<file path="src/rtl/mux_pkg.sv">
// Shared definitions for the round-robin multiplexer: arbitration modes and
// the select-index width helper.
package mux_pkg;

    typedef enum logic {
        ARB_RR    = 1'b0,
        ARB_FIXED = 1'b1
    } arb_mode_e;

    // A one-bit index is still needed when there are only one or two channels.
    function automatic int sel_w(input int n);
        return (n > 2) ? $clog2(n) : 1;
    endfunction

endpackage

</file>
<file path="src/rtl/rr_arbiter.sv">
// Combinational N-way arbiter, round-robin or fixed priority.
// Owns the last-grant pointer, which moves only when the caller accepts a grant.
module rr_arbiter
    import mux_pkg::*;
#(
    parameter int N     = 4,
    parameter int FIXED = 0,
    localparam int SEL_W = sel_w(N)
) (
    input  logic             Clk,
    input  logic             Reset,
    input  logic [N-1:0]     req,
    input  logic             advance,
    output logic [N-1:0]     grant,
    output logic [SEL_W-1:0] grant_idx
);

    logic [SEL_W-1:0] last_grant_q, last_grant_d;
    logic             found;

    // Scanning from lowest to highest priority and overwriting leaves the
    // highest-priority requester as the final winner.
    always_comb begin
        grant_idx = '0;
        found     = 1'b0;
        if (FIXED == int'(ARB_FIXED)) begin
            for (int i = N - 1; i >= 0; i--) begin
                if (req[i]) begin
                    grant_idx = SEL_W'(i);
                    found     = 1'b1;
                end
            end
        end else begin
            for (int k = N; k >= 1; k--) begin
                if (req[(int'(last_grant_q) + k) % N]) begin
                    grant_idx = SEL_W'((int'(last_grant_q) + k) % N);
                    found     = 1'b1;
                end
            end
        end
    end

    assign grant = found ? (N'(1) << grant_idx) : '0;

    always_comb begin
        last_grant_d = last_grant_q;
        if (advance) begin
            last_grant_d = grant_idx;
        end
    end

    always_ff @(posedge Clk or posedge Reset) begin
        if (Reset) begin
            last_grant_q <= SEL_W'(N - 1);
        end else begin
            last_grant_q <= last_grant_d;
        end
    end

endmodule

</file>
<file path="src/rtl/rr_mux_n.sv">
// N-channel registered multiplexer with valid/ready on every port.
// One output register stage; loads and drains on the same edge for full throughput.
module rr_mux_n
    import mux_pkg::*;
#(
    parameter int N     = 4,
    parameter int W     = 8,
    parameter int FIXED = 0,
    localparam int SEL_W = sel_w(N)
) (
    input  logic             Clk,
    input  logic             Reset,
    input  logic [N-1:0]     in_valid,
    output logic [N-1:0]     in_ready,
    input  logic [N*W-1:0]   Din,
    output logic             out_valid,
    input  logic             out_ready,
    output logic [W-1:0]     Dout,
    output logic [SEL_W-1:0] out_sel
);

    logic [N-1:0][W-1:0] din_a;
    logic [N-1:0]        grant;
    logic [SEL_W-1:0]    grant_idx;
    logic                room;
    logic                load;

    logic             out_valid_q, out_valid_d;
    logic [W-1:0]     dout_q, dout_d;
    logic [SEL_W-1:0] out_sel_q, out_sel_d;

    assign din_a = Din;

    rr_arbiter #(
        .N     (N),
        .FIXED (FIXED)
    ) u_arb (
        .Clk       (Clk),
        .Reset     (Reset),
        .req       (in_valid),
        .advance   (load),
        .grant     (grant),
        .grant_idx (grant_idx)
    );

    // The register can take a word if it is empty or its word leaves this edge.
    assign room     = !out_valid_q || out_ready;
    assign load     = (|in_valid) && room;
    assign in_ready = grant & {N{room}};

    always_comb begin
        out_valid_d = out_valid_q;
        dout_d      = dout_q;
        out_sel_d   = out_sel_q;
        if (load) begin
            out_valid_d = 1'b1;
            dout_d      = din_a[grant_idx];
            out_sel_d   = grant_idx;
        end else if (out_ready) begin
            out_valid_d = 1'b0;
        end
    end

    always_ff @(posedge Clk or posedge Reset) begin
        if (Reset) begin
            out_valid_q <= 1'b0;
            dout_q      <= '0;
            out_sel_q   <= '0;
        end else begin
            out_valid_q <= out_valid_d;
            dout_q      <= dout_d;
            out_sel_q   <= out_sel_d;
        end
    end

    assign out_valid = out_valid_q;
    assign Dout      = dout_q;
    assign out_sel   = out_sel_q;

endmodule

</file>
<file path="config.mk">
export PLATFORM = sky130hd
export DESIGN_NAME = rr_mux_n
export DESIGN_NICKNAME = d
export VERILOG_FILES = /design/src/rtl/mux_pkg.sv /design/src/rtl/rr_arbiter.sv /design/src/rtl/rr_mux_n.sv
export SDC_FILE = /design/constraint.sdc
export NUM_CORES = 1
export LEC_CHECK = 0
export CAP_MARGIN = 25
export CORE_ASPECT_RATIO = 1.5
export CORE_UTILIZATION = 40
export CTS_CLUSTER_DIAMETER = 200
export DETAILED_ROUTE_END_ITERATION = 7
export GPL_TIMING_DRIVEN = 0
export PLACE_DENSITY = 0.82
export SETUP_SLACK_MARGIN = 0.15
export SLEW_MARGIN = 20
export SYNTH_ARGS = -nofsm -noshare
export SYNTH_HDL_FRONTEND = slang
export SYNTH_SLANG_ARGS = --single-unit
</file>
<file path="constraint.sdc">
create_clock -name Clk -period 3 [get_ports Clk]
set_clock_uncertainty 0.1 [all_clocks]
set_input_delay 0.45 -clock Clk [delete_from_list [all_inputs] [get_ports Clk]]
set_output_delay 0.45 -clock Clk [all_outputs]
set_load 0.02 [all_outputs]
</file>
==> impl_results.md <==
- Post-Place Setup Slack: -0.333 ns
- Max Freq: 350 MHz
- Avg Inst Size Synth: 9.96 um^2
- Synthesized flop and latch total: 13
- Clock network latency to the later pin of the worst-skew pair: 0.28 ns
- Area of the mapped netlist: 916 um^2
- Via count: 960
- Most common cell after layout, fill and taps aside: clkdlybuf4s50_1
- Hold Fails Final Rpt: 0
- RSZ-0062 raised after global routing: true
- Pwr dens: 521 mW/mm^2
- Critical path capture point type: output port
- Overflow left after global routing: 0
- Final core utilization: 72.4%
- GPL Wtd Cong: 0.754
- P_leak: 0.611 nW
- Nets: 189
- Largest net degree at the start of global routing: 14
- Crit share post-route: 95.2%
- Critical path class: primary input to output port
- Layout cells sized above 1: 22.1%
- Worst reg2reg startpoint: u_arb.last_grant_q[0]
- Placeable Area: 0.00210 mm^2
- Slew margin rel.: 67.1%
- Port-buffer cells: 53
- # hold bufs at CTS: 0
- Die height: 60.6 um
- N_diodes: 0
- Top Ports: 54
- Vias/cell: 5.61
- Worst IR Drop VDD: 0.272 mV
- Path depth of the worst reg2reg path: 7
- Flop-to-flop setup slack: 1.01 ns
- Layout Area Growth over Synthesis: 66.3%
- Total clock sinks: 13
- H-Tree Depth: 1
- CP max-delay cell: clkdlybuf4s50_1
- Distinct cells, synth: 26
- CTS Buffer Depth: 2
- CTS Root Cell: clkbuf_4
- Fin crit period: 2.86 ns
- Setup ws final: 0.143 ns
- CTS tree: yes
- GRT Overall Usage: 22.4%
- CP arrival: 2.31 ns
- Count of max-cap constraint violations: 0
- Post-Syn Instances: 92
- Sequential area share after synthesis: 35.8%
- Violation count after the first detailed-routing iteration: 15
- Crit-path cells: clkdlybuf4s50_1, or3b_1, o311a_1, nand2b_1, buf_2, nor2_1, clkdlybuf4s15_1
- Initial core utilization: 43.6%
- Slowest stage delay, CP: 0.58 ns
- Crit path launch type: primary input
- CP startpoint: in_valid[1]
- Num CTS Buffers: 3
- Vias in the first global route: 939
- Final Max Tran Viols: 0
- DP Area: 0.00147 mm^2
- CP max FO: 10
- Most frequent cells in the layout: 49 x clkdlybuf4s50_1, 16 x nor2_1, 12 x a211oi_2
- Final setup vio count: 0
- Rows: 20
- Residual DRC: 0
- First-pass GRT wire length: 3870 um
- Crit Reg-Reg Endpoint: Dout[7]
- Ys Warns: 0
- Syn Nets: 131
- Post-DP HPWL: 1980 um
- Initial antenna violation count: 0
- Post-DR wirelength/cell: 14.8 um
- Clock slew at reported path FFs: 0.08 ns
- WP data required: 2.45 ns
- Finished Cell Area: 0.00152 mm^2
- Die W: 41.1 um
- Crit path to: in_ready[1]
- ANT nets after route: 0
- Setup tns final: 0 ns
- WL final: 2540 um
- DIE AREA: 0.00249 mm^2
- Total power: 0.793 mW
- Slew @ Worst Pin: 0.492 ns
- Outcome: complete, no violations
- Worst hold path class: primary input to asynchronous set/reset pin
- First-pass DRT Iterations: 4
report_power, final:
part | switching, mW | internal (mW)
Clock | 0.0613 | 0.0517
Sequential | 0.0335 | 0.225
Combinational | 0.210 | 0.211
Total | 0.305 | 0.488
cell type report:
class / instances / area (um^2)
Inverter: 6 / 22.5
Multi-Input combinational cell: 69 / 572
Tap cell: 22 / 27.5
Buffer: 4 / 27.5
Fill cell: 166 / 579
Sequential cell: 13 / 328
Clock buffer: 4 / 26.3
Timing Repair Buffer: 53 / 519
flip-flops by register name, summed over array words and instances (netlist names):
signal,flops
Dout,8
out_sel,2
u_arb.last_grant_q,2
out_valid,1
synth_stat cells (all sizes together):
library cell | n | area [um^2]
o21ai | 6 | 52.5
a21oi | 3 | 15.0
or3b | 1 | 8.76
mux2i | 8 | 80.1
clkbuf | 1 | 3.75
and3 | 1 | 6.26
nor2 | 16 | 60.1
nand2b | 1 | 6.26
nor2b | 4 | 27.5
a211oi | 16 | 180
dfstp | 2 | 52.6
nand3 | 1 | 5.00
dfrtp | 11 | 275
or2 | 1 | 6.26
nor4 | 1 | 6.26
inv | 6 | 22.5
nand2 | 1 | 3.75
o311a | 1 | 10.0
and4 | 8 | 70.1
buf | 3 | 23.8
metrics by stage:
stage | std cells | hold slack, ns
final | 171 | 0.395
after global placement | 167 | 0.415
after global routing | 171 | 0.437
after floorplan | 92 | 0.226
after detailed placement | 167 | 0.427
after CTS | 171 | 0.413
how the worst min path moves through the flow:
stage	startpoint	to	slack, ns	cells past startpoint
5_1_grt	Reset	Dout[2]	0.44	2
3_5_place_dp	out_sel[1]	out_sel[1]	0.43	2
4_1_cts	Reset	Dout[2]	0.41	2
6_report	Reset	Dout[0]	0.39	2
3_3_place_gp	out_sel[0]	out_sel[0]	0.42	2
2_1_floorplan	Reset	Dout[0]	0.23	1
logic make-up (layout without fill, tap and decap cells):
kind of cell	Yosys count	after routing	share of synthesized area (%)
DFF	13	13	35.8
muxes	8	8	8.74
and+or+nand+nor	35	35	21.9
AOI/OAI and AO/OA	26	26	28.1
buffers and inverters	10	67	5.46
worst max-delay path: cells and delay by family:
kind | cells | cell delay, ns
compound gates | 1 | 0.14
buf+inv | 3 | 1.09
simple gates | 3 | 0.63
layer usage:
layer | up-vias | wire length (um) | global-route usage, %
li1 | 455 | - | -
met1 | 437 | 970 | 26.6
met2 | 55 | 1350 | 38.4
met3 | 13 | 155 | 1.10
met4 | 0 | 64 | 11.4
met5 | - | 0 | 0
what timing repair did:
action / CTS / global route
gates cloned: 0 / 0
gates resized for setup: 12 / 5
buffers inserted: 0 / 0
hold endpoints to repair: 0 / 0
setup endpoints to repair: 4 / 3
(Power assumes the default switching activity.)
